`src/rtl/loader_pkg.sv`:
```
// Shared constants and FSM state encoding for the instruction-memory loader.
package loader_pkg;

    localparam int ADDR_W    = 6;
    localparam int MAX_WORDS = 64;

    typedef enum logic [2:0] {
        ST_IDLE  = 3'd0,
        ST_LOAD  = 3'd1,
        ST_CHECK = 3'd2,
        ST_DONE  = 3'd3,
        ST_ERROR = 3'd4
    } loader_state_e;

endpackage

```
`src/rtl/word_packer.sv`:
```
// Packs accepted stream bytes big-endian into 32-bit words; word_valid_o pulses
// for one cycle after the fourth byte of a word, while word_o holds that word.
module word_packer (
    input  logic        clk,
    input  logic        reset,
    input  logic        clear_i,
    input  logic        byte_en_i,
    input  logic [7:0]  byte_i,
    output logic        last_byte_o,
    output logic        word_valid_o,
    output logic [31:0] word_o
);

    logic [1:0]  cnt_q;
    logic [1:0]  cnt_d;
    logic [31:0] shift_q;
    logic [31:0] shift_d;
    logic        word_valid_q;

    assign last_byte_o = byte_en_i && (cnt_q == 2'd3);
    assign cnt_d       = byte_en_i ? cnt_q + 2'd1 : cnt_q;
    assign shift_d     = byte_en_i ? {shift_q[23:0], byte_i} : shift_q;

    always_ff @(posedge clk) begin
        if (reset || clear_i) begin
            cnt_q        <= 2'd0;
            shift_q      <= 32'd0;
            word_valid_q <= 1'b0;
        end else begin
            cnt_q        <= cnt_d;
            shift_q      <= shift_d;
            word_valid_q <= last_byte_o;
        end
    end

    assign word_valid_o = word_valid_q;
    assign word_o       = shift_q;

endmodule

```
`src/rtl/imem_loader.sv`:
```
// Loads a length-prefixed, XOR-checksummed byte stream into an external
// instruction RAM and holds the core in reset until a good load completes.
module imem_loader #(
    parameter int ADDR_W    = loader_pkg::ADDR_W,
    parameter int MAX_WORDS = loader_pkg::MAX_WORDS
) (
    input  logic              clk,
    input  logic              reset,
    input  logic              restart,
    input  logic              in_valid,
    input  logic [7:0]        in_data,
    output logic              in_ready,
    output logic              wr_en,
    output logic [ADDR_W-1:0] wr_addr,
    output logic [31:0]       wr_data,
    output logic              core_reset,
    output logic              done,
    output logic              error
);

    import loader_pkg::*;

    localparam int CNT_W = $clog2(MAX_WORDS + 1);

    loader_state_e     state_q, state_d;
    logic [CNT_W-1:0]  nwords_q, nwords_d;
    logic [CNT_W-1:0]  word_cnt_q, word_cnt_d;
    logic [7:0]        csum_q, csum_d;
    logic [ADDR_W-1:0] wr_addr_q, wr_addr_d;
    logic              core_reset_q;
    logic              done_q;
    logic              error_q;

    logic accept;
    logic load_byte;
    logic last_byte;
    logic header_ok;

    assign in_ready  = ((state_q == ST_IDLE) || (state_q == ST_LOAD) || (state_q == ST_CHECK))
                       && !restart && !reset;
    assign accept    = in_valid && in_ready;
    assign load_byte = accept && (state_q == ST_LOAD);
    assign header_ok = (in_data != 8'd0) && (32'(in_data) <= MAX_WORDS);

    word_packer u_packer (
        .clk          (clk),
        .reset        (reset),
        .clear_i      (restart),
        .byte_en_i    (load_byte),
        .byte_i       (in_data),
        .last_byte_o  (last_byte),
        .word_valid_o (wr_en),
        .word_o       (wr_data)
    );

    always_comb begin
        state_d    = state_q;
        nwords_d   = nwords_q;
        word_cnt_d = word_cnt_q;
        csum_d     = csum_q;
        wr_addr_d  = wr_addr_q;
        if (restart) begin
            state_d    = ST_IDLE;
            word_cnt_d = '0;
            csum_d     = 8'd0;
            wr_addr_d  = '0;
        end else if (accept) begin
            case (state_q)
                ST_IDLE: begin
                    if (header_ok) begin
                        nwords_d = CNT_W'(in_data);
                        state_d  = ST_LOAD;
                    end else begin
                        state_d  = ST_ERROR;
                    end
                end
                ST_LOAD: begin
                    csum_d = csum_q ^ in_data;
                    if (last_byte) begin
                        // Address latched alongside the packer's registered word.
                        wr_addr_d  = word_cnt_q[ADDR_W-1:0];
                        word_cnt_d = word_cnt_q + CNT_W'(1);
                        if (word_cnt_q == nwords_q - CNT_W'(1)) begin
                            state_d = ST_CHECK;
                        end
                    end
                end
                ST_CHECK: begin
                    state_d = (in_data == csum_q) ? ST_DONE : ST_ERROR;
                end
                default: state_d = state_q;
            endcase
        end
    end

    always_ff @(posedge clk) begin
        if (reset) begin
            state_q      <= ST_IDLE;
            nwords_q     <= '0;
            word_cnt_q   <= '0;
            csum_q       <= 8'd0;
            wr_addr_q    <= '0;
            core_reset_q <= 1'b1;
            done_q       <= 1'b0;
            error_q      <= 1'b0;
        end else begin
            state_q      <= state_d;
            nwords_q     <= nwords_d;
            word_cnt_q   <= word_cnt_d;
            csum_q       <= csum_d;
            wr_addr_q    <= wr_addr_d;
            core_reset_q <= (state_d != ST_DONE);
            done_q       <= (state_d == ST_DONE);
            error_q      <= (state_d == ST_ERROR);
        end
    end

    assign wr_addr    = wr_addr_q;
    assign core_reset = core_reset_q;
    assign done       = done_q;
    assign error      = error_q;

endmodule
```
`config.mk`:
```
export PLATFORM = sky130hd
export DESIGN_NAME = imem_loader
export DESIGN_NICKNAME = d
export VERILOG_FILES = /design/src/rtl/loader_pkg.sv /design/src/rtl/word_packer.sv /design/src/rtl/imem_loader.sv
export SDC_FILE = /design/constraint.sdc
export NUM_CORES = 1
export LEC_CHECK = 0
export CAP_MARGIN = 20
export CORE_AREA = 2 2 93 95
export DETAILED_ROUTE_END_ITERATION = 7
export DIE_AREA = 0 0 95 97
export PLACE_DENSITY = 0.58
export SLEW_MARGIN = 5
export SYNTH_ARGS = -nofsm -noshare
export SYNTH_HDL_FRONTEND = slang
export SYNTH_SLANG_ARGS = --single-unit
```
`constraint.sdc`:
```
create_clock -name clk -period 2.6 [get_ports clk]
set_clock_uncertainty 0.05 [all_clocks]
set_input_delay 0.65 -clock clk [delete_from_list [all_inputs] [get_ports clk]]
set_output_delay 0.65 -clock clk [all_outputs]
set_load 0.05 [all_outputs]
```
==> results of run 1 <==
-- tightest hold or removal path: cells and delay by family, from the launching register on --
kind / cells / cell delay (ns)
AO/OA/AOI/OAI: 1 / 0.05
AND/OR/NAND/NOR: 1 / 0.05
flip-flops: 1 / 0.31
-- layout by cell type (no fill, tap or decap), types with 2 or more instances in the layout --
cell and count:
ha_1 3, nor3_1 4, buf_4 19, xor2_1 23
or4_1 3, nand4_1 2, nand3_1 3, bufinv_16 2
mux2i_1 7, xnor2_1 7, buf_12 3, nor4_1 4
dfxtp_1 69, dlygate4sd2_1 2, inv_1 3, a21oi_1 45
clkdlybuf4s50_1 51, nor2_1 25, nand2_1 87, nand2b_1 2
o21ai_0 2, or3_1 3, clkbuf_8 11
-- power by group through the flow --
stage / clock (mW) / sequential, mW / combinational [mW]
floorplan: 0 / 1.09 / 0.0517
detailed placement: 0 / 1.09 / 0.109
global route: 1.08 / 1.06 / 0.119
finish: 1.00 / 1.06 / 0.109
CTS: 1.03 / 1.06 / 0.110
global placement: 0 / 1.09 / 0.108
-- path summary, 6_finish.rpt --
check | slack [ns] | to | cells past startpoint | start
setup / recovery | 0.15 | core_reset | 6 | in_data[3]
hold / removal | 0.40 | u_packer.word_o[28] | 2 | u_packer.word_o[28]
setup reg to reg | 0.32 | state_q[0] | 7 | nwords_q[0]
hold reg to reg | 0.40 | u_packer.word_o[28] | 2 | u_packer.word_o[28]
-- logic make-up (layout without fill, tap and decap cells) --
group                      count (synthesis)  after routing  synth area share (%)
AOI/OAI and AO/OA                         55             55                 10.56
and+or+nand+nor                          145            145                 23.66
muxes                                      7              7                 2.486
DFF                                       69             69                 49.00
adders and majority gates                  3              3                 1.332
buffers and inverters                     20             95                 3.639
xor gates and xnor gates                  30             30                 9.321
-- state kept, by name, indices dropped and copies added (netlist names) --
name,count
done,1
word_cnt_q,7
nwords_q,7
state_q,3
u_packer.cnt_q,2
u_packer.word_valid_o,1
error,1
wr_addr,6
u_packer.word_o,32
csum_q,8
core_reset,1
-- layout make-up --
class	count	area, um^2
fillers	789	4288
flip-flops and latches	69	1381
multi-input cells	240	1350
repair buffers	75	730.7
clock buffers	11	151.4
well taps	105	131.4
clock inverters	5	81.33
inverters	4	20.02
-- metal layers --
| layer | GRT usage (%) | vias to the layer above | part of all wire (%) |
|---|---|---|---|
| met5 | 0 | - | 0 |
| met4 | 7.358 | 0 | 2.0 |
| met3 | 3.972 | 8 | 4.0 |
| met2 | 23.19 | 46 | 45 |
| met1 | 21.62 | 1095 | 49 |
| li1 | - | 1243 | - |
-- metrics by stage --
| step | setup TNS (ns) | setup slack, ns | instances | total power [mW] | util (%) |
|---|---|---|---|---|---|
| after global routing | 0 | 0.01030 | 509 | 2.263 | 47.29 |
| after floorplan | 0 | 0.02226 | 329 | 1.140 | - |
| after global placement | -1.576 | -0.2161 | 493 | 1.196 | 44.33 |
| final | 0 | 0.1524 | 509 | 2.177 | 47.29 |
| after CTS | 0 | 0.1577 | 509 | 2.199 | 47.29 |
| after detailed placement | -1.703 | -0.2027 | 493 | 1.196 | 44.33 |
-- what timing repair did --
| action | 4_1_cts | 5_1_grt |
|---|---|---|
| endpoints found under the hold margin | 0 | 0 |
| endpoints found under the setup margin | 1 | 0 |
| gates resized for setup | 4 | 0 |
==> flow_summary.ini, run 1 <==
[sta]
finalWorstPathRequiredPeriod_ns = 2.448
worst_pin_slew_ns = 0.5389
relSlewSlack_pct = 63.96
fmax_mhz = 408.6
fin_crit_sh_pct = 94.14
rsz0062_at_grt = no
hold_viol = 0
setup_violations = 0
hold-worst-slack_ns = 0.4040
drv_slew = 0

[final_layout]
nNetsFinal = 414
stdcell_area_um2 = 3846
drive_gt1_share_pct = 11.14
diodes = 0
areaGrowthSynthToFinish_pct = 36.44

[synthesis]
seq_area_frac_synth_pct = 49.00
syn_area_per_cell_um2 = 8.568
ys.flop_type = dfxtp_1
syn_inst = 329
ys_async_sr_fraction_pct = 0
synth_edf_count = 0
synth_most_common_cell = nand2_1
ys_types = 42
yosysTopAreaCell = dfxtp_1
ys_warn_count = 0
synth_common_cells = 87 x nand2_1, 69 x dfxtp_1, 45 x a21oi_1
ys_ff_latch = 69
yosysTopAreaCellShare_pct = 49.00
syn_area_um2 = 2819
synth_nets = 344
synth.area.top_cells = dfxtp_1 49%, nand2_1 12%, a21oi_1 8.0%, xor2_1 7.1%, nor2_1 3.3%

[drt]
ant_nets = 0
avgRoutedWirePerCell_um = 12.92
drt_iter0_drc = 97
dr.pass1.iters = 4
drc = 0
routed_wl_um = 6578
avgViaCountPerCell = 4.699
num_vias = 2392

[global_routing]
grt_use_total_pct = 15.81
overflow = 0
grt_max_degree = 44
grt_pass1_wl_um = 11340
grt_pass1_vias = 2321
antenna_found_initial = 0

[setup_path]
required_ns = 2.77
crit_family = simple AND/OR/NAND/NOR gates
cp_max_fo = 4
end_kind = flop
crit_buf_inv = 1
path_cells = clkdlybuf4s50_1 > xor2_1 > nor4_1 > a21oi_1 > nand2b_1 > or4_1
critical_path_class = in -> reg
start_kind = input port
crit_arrival_ns = 2.62
slowest_stage = clkdlybuf4s50_1
critical_path.max_stage_delay_ns = 0.51

[clock_network]
cts.sinks = 69
cts.path.max_buffers = 2
cts_setup_buffers = 0
tritoncts = yes
cts_max_level = 3
clk_pin_slew_worst_paths_ns = 0.08
cts_root_buf = clkbuf_8
ctsHoldBuffers = 0
cts_inserted_buffers = 9
clkLatencyLatePin_ns = 0.35

[min_path]
hold_class = reg -> reg

[power_and_ir_drop]
leakagePower_nw = 1.393
power_switching_uw = 472.9
ir_drop_mv = 0.2686
power_frac_clock_pct = 46.1
intPower_mw = 1.704
seqPwrFrac_pct = 48.8
pwr-share-comb_pct = 5.0
p_per_area_nw_per_um2 = 566.0
swShare_pct = 21.73

[placed_design]
placed_cell_area_um2 = 3606
dpl.hpwl_um = 4551
gp_congestion = 0.7795
port_buffers = 54

[die]
io_pins = 55
coreArea_um2 = 8134
dieArea_um2 = 9215
start_util_pct = 34.66
die_w_um = 95
std_cell_rows = 33
dieHeight_um = 97

[run]
drv_cap = 0

[outcome]
status = completed
Power figures use the tool's default switching activity.
==> inputs of run 2 (changes only) <==
--- a/config.mk
+++ b/config.mk
@@ -6,10 +6,11 @@
 export NUM_CORES = 1
 export LEC_CHECK = 0
 export CAP_MARGIN = 20
-export CORE_AREA = 2 2 93 95
+export CORE_AREA = 2 2 100 102
 export DETAILED_ROUTE_END_ITERATION = 7
-export DIE_AREA = 0 0 95 97
-export PLACE_DENSITY = 0.58
+export DIE_AREA = 0 0 102 104
+export PLACE_DENSITY = 0.52
+export REMOVE_ABC_BUFFERS = 1
 export SLEW_MARGIN = 5
 export SYNTH_ARGS = -nofsm -noshare
 export SYNTH_HDL_FRONTEND = slang
==> run 2 against run 1 <==
Worst hold slack got worse by 0.00086 ns. Via count decreased by 1.5%. Wire length decreased by 2.8%. Largest power group unchanged.
==> flow_summary.ini, run 2 (synthesized netlist as in run 1, its figures left out) <==
[outcome]
status = completed

[power_and_ir_drop]
pwr-share-comb_pct = 4.8
total_power_mw = 2.227
ir_drop_mv = 0.2939
swShare_pct = 21.68
seqPwrFrac_pct = 47.7
power_frac_clock_pct = 47.5
p_per_area_nw_per_um2 = 571.9
power_switching_uw = 482.9
intPower_mw = 1.744
leakagePower_nw = 1.420

[setup_path]
slowest_stage = clkdlybuf4s50_1
cp_max_fo = 7
rrSetupSlack_ns = 0.39
crit_arrival_ns = 2.59
cp.depth = 7
required_ns = 2.79
r2r-start = nwords_q[0]
crit_path_end = nwords_q[0]
critPathLaunch = in_data[5]
end_kind = flop
crit_buf_inv = 2
r2r_end = error
start_kind = input port
critical_path_class = in -> reg
path_cells = clkdlybuf4s50_1 > nor4_1 > a2111oi_0 > o21ba_1 > buf_12 > mux2i_1 > nor2_1
crit_family = compound AO/OA/AOI/OAI gates
critical_path.max_stage_delay_ns = 0.59
rr_worst_depth = 7

[clock_network]
cts_root_buf = clkbuf_8
cts.sinks = 69
clkLatencyLatePin_ns = 0.34
clk_pin_slew_worst_paths_ns = 0.08
cts.path.max_buffers = 2
cts_max_level = 3
ctsHoldBuffers = 0
cts_inserted_buffers = 9
tritoncts = yes

[global_routing]
grt_pass1_wl_um = 10890
antenna_found_initial = 0
overflow = 0
grt_max_degree = 61
grt_use_total_pct = 12.91
grt_pass1_vias = 2243

[die]
coreArea_um2 = 9549
io_pins = 55
dieArea_um2 = 10610
std_cell_rows = 36
start_util_pct = 29.52
dieHeight_um = 104
die_w_um = 102

[sta]
fin_tns_setup_ns = 0
worst_pin_slew_ns = 0.6363
hold-worst-slack_ns = 0.4031
drv_slew = 0
hold_viol = 0
rsz0062_at_grt = no
finalWorstPathRequiredPeriod_ns = 2.402
setup_violations = 0
fin_crit_sh_pct = 92.39
fmax_mhz = 416.3
relSlewSlack_pct = 57.58

[drt]
drc = 0
wl_met2_um = 2931
dr.pass1.iters = 4
wl_met1_um = 3049
ant_nets = 0
avgViaCountPerCell = 4.369
avgRoutedWirePerCell_um = 11.86
wl_met3_um = 287
routed.top_layer = met4
routed_wl_um = 6392
num_vias = 2355
drt_iter0_drc = 109

[final_layout]
largest_reg_flops = 32
fin_cells = 539
diodes = 0
nNetsFinal = 417
areaGrowthSynthToFinish_pct = 38.17
final_cell_mix = 87 x nand2_1, 69 x dfxtp_1, 51 x clkdlybuf4s50_1
final_common_cell = nand2_1
drive_gt1_share_pct = 11.58
finish.utilization_pct = 40.79

[placed_design]
dp_cells = 524
dpl.hpwl_um = 4331
port_buffers = 54
gp_congestion = 0.7139

[min_path]
hold_class = reg -> reg

[run]
drv_cap = 0
[run 2: per-stage QoR]
step | instance area (um^2) | setup slack [ns]
after floorplan | 2736 | -0.8333
after global placement | 3646 | -0.1029
after detailed placement | 3646 | -0.1554
after CTS | 3890 | 0.002895
after global routing | 3895 | 0.08088
final | 3895 | 0.1978
[run 2: layout make-up]
| cell class | count | area [um^2] |
|---|---|---|
| clock buffer | 9 | 123.9 |
| fill | 981 | 5654 |
| clock inverter | 6 | 112.6 |
| multi-input combinational | 240 | 1343 |
| inverter | 4 | 20.02 |
| timing repair buffer | 78 | 748.2 |
| tap | 133 | 166.4 |
| sequential | 69 | 1381 |
[run 2: power by group through the flow]
| stage | Combinational, mW | Clock [mW] | Sequential [mW] |
|---|---|---|---|
| finish | 0.108 | 1.06 | 1.06 |
| global route | 0.118 | 1.13 | 1.06 |
| CTS | 0.110 | 1.09 | 1.06 |
| detailed placement | 0.109 | 0 | 1.09 |
| global placement | 0.108 | 0 | 1.09 |
| floorplan | 0.0430 | 0 | 1.09 |
[run 2: worst min path at each step]
stage / start / to / slack (ns) / depth (start not counted)
2_1_floorplan: u_packer.cnt_q[1] / u_packer.cnt_q[1] / 0.39 / 2
3_3_place_gp: u_packer.word_o[28] / u_packer.word_o[28] / 0.39 / 2
3_5_place_dp: u_packer.word_o[25] / u_packer.word_o[25] / 0.40 / 2
4_1_cts: u_packer.word_o[24] / u_packer.word_o[24] / 0.41 / 2
5_1_grt: u_packer.word_o[28] / u_packer.word_o[28] / 0.42 / 2
6_report: u_packer.word_o[28] / u_packer.word_o[28] / 0.40 / 2
[run 2: worst register-to-register path, stage by stage (launching register included)]
cell and delay, ns:
dfxtp_1 0.36, inv_1 0.07, ha_1 0.18, or3b_1 0.37
o31ai_1 0.21, nand4_1 0.13, or4_4 0.56, nor4bb_1 0.14
[run 2: layer usage]
layer / GRT usage [%] / vias up
met3: 4.368 / 9
met4: 5.143 / 0
met1: 16.39 / 1062
met2: 19.97 / 45
met5: 0 / -
li1: - / 1239
[run 2: what timing repair did]
item,in CTS,in global routing
setup endpoints to repair,1,1
setup buffers,0,0
pin swaps,0,0
gates resized for setup,2,2
